--- src/rtl/mips_ctrl_pkg.sv ---
// Shared types and constants for the MIPS pipeline hazard controller:
// refill FSM states and the ALU operand forwarding select encodings.
package mips_ctrl_pkg;

  typedef enum logic [1:0] {
    RUN       = 2'd0,
    MISS_REQ  = 2'd1,
    MISS_WAIT = 2'd2,
    REFILL    = 2'd3
  } state_e;

  localparam logic [1:0] FWD_RF     = 2'b00;
  localparam logic [1:0] FWD_MEM_WB = 2'b01;
  localparam logic [1:0] FWD_EX_MEM = 2'b10;

  localparam logic [4:0] REG_ZERO = 5'd0;

  // The younger result (EX_MEM) shadows the older one (MEM_WB); $zero is never forwarded.
  function automatic logic [1:0] fwd_select(input logic       ex_we,
                                            input logic [4:0] ex_rd,
                                            input logic       wb_we,
                                            input logic [4:0] wb_rd,
                                            input logic [4:0] src);
    logic [1:0] sel;
    sel = FWD_RF;
    if (ex_we && (ex_rd != REG_ZERO) && (ex_rd == src)) begin
      sel = FWD_EX_MEM;
    end else if (wb_we && (wb_rd != REG_ZERO) && (wb_rd == src)) begin
      sel = FWD_MEM_WB;
    end
    return sel;
  endfunction

endpackage

--- src/rtl/forwarding_unit.sv ---
// Combinational EX-stage operand forwarding: picks register file, EX_MEM or
// MEM_WB as the source of each ALU operand.
module forwarding_unit
  import mips_ctrl_pkg::*;
(
  input  logic       ex_mem_reg_write_i,
  input  logic [4:0] ex_mem_rd_i,
  input  logic       mem_wb_reg_write_i,
  input  logic [4:0] mem_wb_rd_i,
  input  logic [4:0] id_ex_rs_i,
  input  logic [4:0] id_ex_rt_i,
  output logic [1:0] forward_a_o,
  output logic [1:0] forward_b_o
);

  always_comb begin
    forward_a_o = fwd_select(ex_mem_reg_write_i, ex_mem_rd_i,
                             mem_wb_reg_write_i, mem_wb_rd_i, id_ex_rs_i);
    forward_b_o = fwd_select(ex_mem_reg_write_i, ex_mem_rd_i,
                             mem_wb_reg_write_i, mem_wb_rd_i, id_ex_rt_i);
  end

endmodule

--- src/rtl/pipeline_hazard_controller.sv ---
// Central sequencing for the 5-stage MIPS pipeline: stall/flush enables,
// I-cache miss refill handshake, operand forwarding and saturating perf counters.
module pipeline_hazard_controller
  import mips_ctrl_pkg::*;
#(
  parameter int CNT_W        = 16,
  parameter int MISS_TIMEOUT = 255
) (
  input  logic             clk,
  input  logic             rst,
  input  logic             hit,
  input  logic             PCSrc,
  input  logic [4:0]       id_rs,
  input  logic [4:0]       id_rt,
  input  logic             id_ex_MemRead,
  input  logic [4:0]       id_ex_rs,
  input  logic [4:0]       id_ex_rt,
  input  logic             ex_mem_RegWrite,
  input  logic [4:0]       ex_mem_rd,
  input  logic             mem_wb_RegWrite,
  input  logic [4:0]       mem_wb_rd,
  input  logic             mem_ack,
  input  logic             mem_valid,
  output logic             pc_write,
  output logic             if_id_write,
  output logic             if_id_flush,
  output logic             id_ex_bubble,
  output logic             ex_mem_flush,
  output logic [1:0]       forward_a,
  output logic [1:0]       forward_b,
  output logic             mem_req,
  output logic             fill_en,
  output logic             miss_err,
  output logic [CNT_W-1:0] stall_cnt,
  output logic [CNT_W-1:0] flush_cnt
);

  // Timer counts completed MISS_WAIT cycles, so it never needs to hold MISS_TIMEOUT itself.
  localparam int TMR_W = (MISS_TIMEOUT < 2) ? 1 : $clog2(MISS_TIMEOUT);
  localparam logic [TMR_W-1:0] TMR_LAST = TMR_W'(MISS_TIMEOUT - 1);

  state_e             state_q, state_d;
  logic [TMR_W-1:0]   timer_q, timer_d;
  logic               miss_err_q, miss_err_d;
  logic               mem_req_q, fill_en_q;
  logic [CNT_W-1:0]   stall_cnt_q, stall_cnt_d;
  logic [CNT_W-1:0]   flush_cnt_q, flush_cnt_d;

  logic               load_use;
  logic               pc_write_c, if_id_write_c, if_id_flush_c;
  logic               id_ex_bubble_c, ex_mem_flush_c;
  logic               stall_inc, flush_inc;
  logic [1:0]         fwd_a, fwd_b;

  forwarding_unit u_fwd (
    .ex_mem_reg_write_i (ex_mem_RegWrite),
    .ex_mem_rd_i        (ex_mem_rd),
    .mem_wb_reg_write_i (mem_wb_RegWrite),
    .mem_wb_rd_i        (mem_wb_rd),
    .id_ex_rs_i         (id_ex_rs),
    .id_ex_rt_i         (id_ex_rt),
    .forward_a_o        (fwd_a),
    .forward_b_o        (fwd_b)
  );

  assign load_use = id_ex_MemRead && (id_ex_rt != REG_ZERO) &&
                    ((id_ex_rt == id_rs) || (id_ex_rt == id_rt));

  always_comb begin
    state_d        = state_q;
    timer_d        = timer_q;
    miss_err_d     = miss_err_q;
    pc_write_c     = 1'b1;
    if_id_write_c  = 1'b1;
    if_id_flush_c  = 1'b0;
    id_ex_bubble_c = 1'b0;
    ex_mem_flush_c = 1'b0;
    stall_inc      = 1'b0;
    flush_inc      = 1'b0;

    if (state_q != RUN) begin
      pc_write_c    = 1'b0;
      if_id_write_c = 1'b0;
      if_id_flush_c = 1'b1;
      stall_inc     = 1'b1;
    end

    case (state_q)
      RUN: begin
        if (!PCSrc) begin
          if (!hit) begin
            state_d       = MISS_REQ;
            pc_write_c    = 1'b0;
            if_id_write_c = 1'b0;
            if_id_flush_c = 1'b1;
          end else if (load_use) begin
            pc_write_c     = 1'b0;
            if_id_write_c  = 1'b0;
            id_ex_bubble_c = 1'b1;
            stall_inc      = 1'b1;
          end
        end
      end
      MISS_REQ: begin
        if (mem_ack) begin
          state_d = MISS_WAIT;
          timer_d = '0;
        end
      end
      MISS_WAIT: begin
        if (mem_valid) begin
          state_d = REFILL;
        end else if (timer_q == TMR_LAST) begin
          state_d    = RUN;
          miss_err_d = 1'b1;
        end else begin
          timer_d = timer_q + TMR_W'(1);
        end
      end
      REFILL: begin
        state_d = RUN;
      end
      default: begin
        state_d = RUN;
      end
    endcase

    // A taken branch overrides any stall but leaves an outstanding refill running.
    if (PCSrc) begin
      pc_write_c     = 1'b1;
      if_id_write_c  = 1'b1;
      if_id_flush_c  = 1'b1;
      id_ex_bubble_c = 1'b1;
      ex_mem_flush_c = 1'b1;
      flush_inc      = 1'b1;
      stall_inc      = 1'b0;
    end
  end

  always_comb begin
    stall_cnt_d = stall_cnt_q;
    flush_cnt_d = flush_cnt_q;
    if (stall_inc && (stall_cnt_q != '1)) begin
      stall_cnt_d = stall_cnt_q + CNT_W'(1);
    end
    if (flush_inc && (flush_cnt_q != '1)) begin
      flush_cnt_d = flush_cnt_q + CNT_W'(1);
    end
  end

  always_ff @(posedge clk or negedge rst) begin
    if (!rst) begin
      state_q     <= RUN;
      timer_q     <= '0;
      miss_err_q  <= 1'b0;
      mem_req_q   <= 1'b0;
      fill_en_q   <= 1'b0;
      stall_cnt_q <= '0;
      flush_cnt_q <= '0;
    end else begin
      state_q     <= state_d;
      timer_q     <= timer_d;
      miss_err_q  <= miss_err_d;
      mem_req_q   <= (state_d == MISS_REQ);
      fill_en_q   <= (state_d == REFILL);
      stall_cnt_q <= stall_cnt_d;
      flush_cnt_q <= flush_cnt_d;
    end
  end

  // Combinational enables are held inactive while reset is asserted.
  assign pc_write     = rst & pc_write_c;
  assign if_id_write  = rst & if_id_write_c;
  assign if_id_flush  = rst & if_id_flush_c;
  assign id_ex_bubble = rst & id_ex_bubble_c;
  assign ex_mem_flush = rst & ex_mem_flush_c;
  assign forward_a    = rst ? fwd_a : FWD_RF;
  assign forward_b    = rst ? fwd_b : FWD_RF;
  assign mem_req      = mem_req_q;
  assign fill_en      = fill_en_q;
  assign miss_err     = miss_err_q;
  assign stall_cnt    = stall_cnt_q;
  assign flush_cnt    = flush_cnt_q;

endmodule

--- config.mk ---
export PLATFORM = sky130hd
export DESIGN_NAME = pipeline_hazard_controller
export DESIGN_NICKNAME = d
export VERILOG_FILES = /design/src/rtl/mips_ctrl_pkg.sv /design/src/rtl/forwarding_unit.sv /design/src/rtl/pipeline_hazard_controller.sv
export SDC_FILE = /design/constraint.sdc
export NUM_CORES = 1
export LEC_CHECK = 0
export CORE_AREA = 2 2 77 79
export CTS_CLUSTER_DIAMETER = 30
export CTS_CLUSTER_SIZE = 40
export DETAILED_ROUTE_END_ITERATION = 8
export DIE_AREA = 0 0 79 81
export PLACE_DENSITY = 0.83
export SYNTH_ARGS = -nofsm -noshare
export SYNTH_HDL_FRONTEND = slang
export SYNTH_SLANG_ARGS = --single-unit
--- constraint.sdc ---
create_clock -name clk -period 3.4 [get_ports clk]
set_input_delay 0.51 -clock clk [delete_from_list [all_inputs] [get_ports clk]]
set_output_delay 0.51 -clock clk [all_outputs]
set_load 0.01 [all_outputs]
-- Yosys cells after proc, flatten, opt, wreduce, memory -nomap -nowiden
Cells that the tools add are included.
- register bits: 45
- output and inout bits: 44
- add/subtract/negate cells: 3
- reductions and logical operators: 19
- multiplexer cells: 34
- bitwise operators: 5
- equality and inequality tests: 17
- operator list (cell ; number):
    16-bit by 1-bit adder with 16-bit output (second input constant) ; 2
    16-bit != test (second input constant) ; 2
    5-bit == test ; 6
    8-bit 2-to-1 mux ; 3
    1-bit 2-to-1 mux ; 20
    2-bit 2-to-1 mux ; 9
    8-bit case mux with 2 select lines ; 1
    5-bit nonzero test ; 3
    1-bit logical AND ; 10
    8-bit by 1-bit adder with 8-bit output (second input constant) ; 1
    8-bit == test (second input constant) ; 1
    2-bit case mux with 4 select lines ; 1
    2-bit == test (second input constant) ; 3
    2-bit != test (second input constant) ; 3
    1-bit bitwise AND ; 4
    2-bit by 1-bit == test with 1-bit output (second input constant) ; 2
    4-bit AND reduction ; 1
    2-bit nonzero test ; 2
    3-bit AND reduction ; 1
    2-bit zero test ; 1
    1-bit logical OR ; 1
    1-bit inverter ; 1

-- Longest topological paths before layout
- word-level depth: 8
- gate-level depth with buffers: 7

-- Hierarchy
Synthesis repeated with hierarchy kept, for this count alone.
- cell total of the unflattened synthesis: 266
- area total of the unflattened synthesis: 2626.3 um2
- modules (own cells, without submodules) (module ; times used ; cells each ; area each (um2)):
    pipeline_hazard_controller ; 1 ; 232 ; 2368.5
    forwarding_unit ; 1 ; 34 ; 257.7

-- Worst setup path after synthesis
No wires, ideal clock.
- path kind: input to output
- start: input port id_ex_rt[1]
- end: output port pc_write
- required time: 2.890 ns
- slack: 0.905 ns
- arrival: 1.985 ns
- stages on the path: 6
- cell sequence: buf_2 -> or4_4 -> o21ai_0 -> nor2_1 -> o21ai_0 -> buf_4
- word-level cells in the longest chain between the ends: 8
- elaborated cells on any way between the ends: 11
- classes of those cells: eq/ne (2); mux (4); bitwise (1); reduce/logical (4)
- ends and longest elaborated chain (item ; RTL line ; text):
    start: declaration ; pipeline_hazard_controller.sv:17 ; input logic [4:0] id_ex_rt,
    5-bit == test / 5-bit nonzero test (equally long branches) ; pipeline_hazard_controller.sv:67, pipeline_hazard_controller.sv:66 ;
    1-bit logical OR / 1-bit logical AND (equally long branches) ; pipeline_hazard_controller.sv:67, pipeline_hazard_controller.sv:66 ;
    1-bit logical AND * ; pipeline_hazard_controller.sv:66 ; assign load_use = id_ex_MemRead && (id_ex_rt != REG_ZERO) &&
    1-bit 2-to-1 mux * (4 in series) ; -- ;
    1-bit bitwise AND * ; -- ;
    end: declaration ; pipeline_hazard_controller.sv:24 ; output logic pc_write,
Mark *: on every way between the ends. The rest lies on a longest branch, timed or not.

-- Worst setup path after layout
- start: input port ex_mem_rd[1]
- end: output port forward_a[0]
- word-level cells in the longest chain between the ends: 5
- elaborated cells on any way between the ends: 6
- classes of those cells: eq/ne (1); mux (2); reduce/logical (3)
- ends and longest elaborated chain (item ; RTL line ; text):
    start: declaration ; pipeline_hazard_controller.sv:19 ; input logic [4:0] ex_mem_rd,
    5-bit nonzero test ; mips_ctrl_pkg.sv:26 ; if (ex_we && (ex_rd != REG_ZERO) && (ex_rd == src)) begin
    1-bit logical AND ; mips_ctrl_pkg.sv:26 ;
    1-bit logical AND * ; mips_ctrl_pkg.sv:26 ;
    2-bit 2-to-1 mux * ; mips_ctrl_pkg.sv:26 ;
    2-bit 2-to-1 mux * ; pipeline_hazard_controller.sv:177 ; assign forward_a = rst ? fwd_a : FWD_RF;
    end: declaration ; pipeline_hazard_controller.sv:29 ; output logic [1:0] forward_a,
Marked as above.

==> impl_summary.txt <==
----------------------------------------------------
[Status]
  Result of the run ... finished clean

[Timing]
  Setup repair after global routing missed its margin ... no
  Layout Skew ... roughly 0.0077 ns
  Rel. slew slack ... approximately three fifths
  Pin slew with the least headroom to its limit ... between 0.5 and 0.6 ns
  Hold Violations, Final ... 0
  Period utilization ... a little over nine tenths
  Count of endpoints failing setup in the final report ... 0
  Final total negative setup slack ... 0 ns
  Final critical path time including I/O delays and setup ... approximately 3.3 ns
  Max Clk Rate ... about 300 MHz
  Slew Viols, Final ... 0

[Placed design]
  Port-buffer cells ... 82
  Dpl hpwl ... a little under 5000 um
  Inst Count DP ... approximately 430
  Final weighted congestion in routability-driven placement ... 0.832

[Yosys]
  Synth async-reset ratio ... 100%
  Post-synthesis instance area ... 0.00274 mm^2
  Largest cells by area after synthesis ... dfrtp_1 41%, xnor2_1 11%, xor2_1 7.0%
  Gate count after technology mapping ... 277
  Fraction of post-synthesis cell area in the top cell type by area ... 41.2%
  Most instantiated library cell after synthesis ... dfrtp_1
  Number of enable-type register cells in the synthesized netlist ... 0
  Share of synthesized area occupied by flip-flops and latches ... between 40% and 50%
  Flip-flop and latch count after synthesis ... 45
  Count of synthesis-stage warnings from yosys ... 0
  Synth cell types ... 45
  Average instance area after synthesis ... about 9.9 um^2
  Top cells by count, synth ... 45 x dfrtp_1, 33 x xnor2_1, 22 x xor2_1
  Dominant synthesized flop cell ... dfrtp_1
  Mapped Nets ... between 300 and 400
  Cell taking the most area after synthesis ... dfrtp_1

[Clock tree]
  Postcts setup bufs ... 0
  Post-CTS sizing ... 0
  Number of buffers added by the clock tree synthesis step ... 5
  Library cell used as clock root buffer ... clkbuf_8
  CTS clock-pin slew for the worst setup and hold paths ... ~0.09 ns
  CTS H-tree depth ... 2
  Number of clock sinks ... 45
  Worst-case clock buffer depth ... 2
  TritonCTS clock tree ... yes
  Cts-stage hold buffer count ... 0
  Clock latency on the worst-skew pair ... slightly below 0.3 ns

[Power and ir drop]
  Part of the total power dissipated in sequential elements ... between 40% and 50%
  Switching component of the power ... 646 uW
  Part of the total power dissipated in combinational logic ... between 30% and 40%
  Peak VDD IR ... ~0.00045 V
  Fraction of power consumed by the clock network ... between 10% and 20%
  Lkg Pwr ... ~1.5 nW
  Fraction of power spent switching nets ... between 30% and 40%
  Internal power contribution ... approximately 1.2 mW
  Areal power density over the cells ... 497 mW/mm^2

[Final layout]
  Layout Cells excl Fill ... 436
  Total number of nets in the final design ... a little over 400
  Syn-to-layout area delta ... 35.6%
  Number of inserted filler cells in the final layout ... ~480
  Number of antenna repair diodes ... 0
  Share of cells above drive strength 1 ... 6.65%

[Detailed routing]
  Wire per inst ... roughly 14 um
  Post-route ant nets ... 0
  Vias after detailed routing ... approximately 2400
  Number of optimization iterations in the first detailed-route pass ... 4
  Starting DRT DRC Count ... 62
  Routed wire length ... around 6300 um
  Residual DRC ... 0
  Via density per instance ... 5.46

[Die]
  Core area ... between 0.005 and 0.006 mm^2
  DIE HEIGHT ... between 80 and 90 um
  IO Count ... between 80 and 90
  Die extent in x ... about 80 um
  Initial Utilization ... 48.2%
  Die area ... approximately 0.0064 mm^2
  Placement Rows ... 28

[GRT]
  Initial antenna violation count ... 0
  First-pass GRT wire length ... approximately 11000 um
  Largest net degree at the start of global routing ... a little under 50
  All-layer global routing usage ... around a fifth
  Global-route layer with the greatest usage ... met2
  Global-route met2 utilization ... a little under two fifths
  Final global-route overflow total ... 0
  Global routing met1 resource utilization ... between 20% and 30%
  Via count of the first global-routing pass ... between 2000 and 2500
  GRT met3 Usage ... roughly 4.0%

[Worst setup path]
  Depth of the most critical reg-to-reg path ... 7
  R2R Setup Slk ... 1.28 ns
  Path type of the worst setup path ... in -> out
  Endpoint type of the worst setup path ... output port
  Crit path DAT ... roughly 2.8 ns
  R2r endpoint ... timer_q[7]
  CP Max Fanout ... 3
  Startpoint of the most critical register-to-register path ... timer_q[0]
  WP data required ... slightly below 3 ns
  CP Launch Type ... primary input

[Job]
  Max cap viols ... 0

[Worst hold path]
  Worst Hold Class ... in -> async

----------------------------------------------------
## how the worst max path moves through the flow
| stage | start | endpoint | slack [ns] |
|---|---|---|---|
| finish | ex_mem_rd[1] | forward_a[0] | 0.11 |
| floorplan | id_ex_rt[1] | pc_write | 0.90 |
| detailed placement | ex_mem_rd[1] | forward_a[0] | 0.13 |
| global route | ex_mem_rd[1] | forward_b[0] | 0.03 |
| CTS | ex_mem_rd[1] | forward_a[0] | 0.12 |
| global placement | ex_mem_rd[1] | forward_b[0] | 0.18 |
## layer usage
layer,vias up,wire (um)
met3,12,300
met2,69,3070
met1,1131,2830
li1,1167,-
met5,-,0
met4,0,119
## flip-flops by register name (all words and copies together), names as in the netlist
| name | flops |
|---|---|
| fill_en | 1 |
| flush_cnt | 16 |
| mem_req | 1 |
| miss_err | 1 |
| stall_cnt | 16 |
| state_q | 2 |
| timer_q | 8 |
## logic make-up after synthesis
kind of cell	after synthesis	synth area share, %
AO/OA/AOI/OAI	37	8.97
buffers and inverters	14	3.29
XOR/XNOR	58	19.4
multiplexers	2	0.823
flip-flops	45	41.2
AND/OR/NAND/NOR	117	24.5
adder cells (fa/ha/maj)	4	1.83
## critical path, cell delays in order
cell and delay (ns):
clkdlybuf4s50_1 0.48, or4_1 0.54, o21ai_0 0.23, nor4_1 0.12, nor4_1 0.31, clkdlybuf4s50_1 0.59
## cells in the final DEF, fill, tap and decap left out, drive strengths merged, types with 5 or more instances in the layout
cell,count
nor4,6
xor2,22
or4,5
or3,7
and3,11
xnor2,36
nand2,17
clkdlybuf4s50,81
clkbuf,7
nand3,17
o21ai,12
buf,6
dfrtp,45
nor2,10
and2,9
nand4,20
a21oi,7
## per-stage QoR
stage	power, mW	instance area, um^2	hold WS, ns	utilization (%)	worst slack [ns]
floorplan	1.16	2740	0.214	-	0.905
global placement	1.47	3600	0.463	63.5	0.178
detailed placement	1.49	3600	0.482	63.5	0.132
CTS	1.86	3710	0.415	65.3	0.118
global route	1.97	3710	0.439	65.3	0.0333
finish	1.84	3710	0.395	65.3	0.111
## power by group through the flow
stage	Combinational (mW)	Clock (mW)	Sequential, mW
final	0.702	0.368	0.774
after CTS	0.709	0.379	0.773
after global routing	0.772	0.410	0.792
after global placement	0.687	0	0.778
after floorplan	0.365	0	0.794
after detailed placement	0.705	0	0.781
## cell type report
cell class              instances  area (um^2)  area share [%]
clock inverters                 1         8.76           0.236
clock buffers                   7         96.3            2.60
flip-flops and latches         45         1130            30.4
inverters                       3         11.3           0.304
multi-input cells             218         1520            41.0
repair buffers                 87          853            23.0
well taps                      75         93.8            2.53
Note: power is estimated with default switching activity, not from simulation.
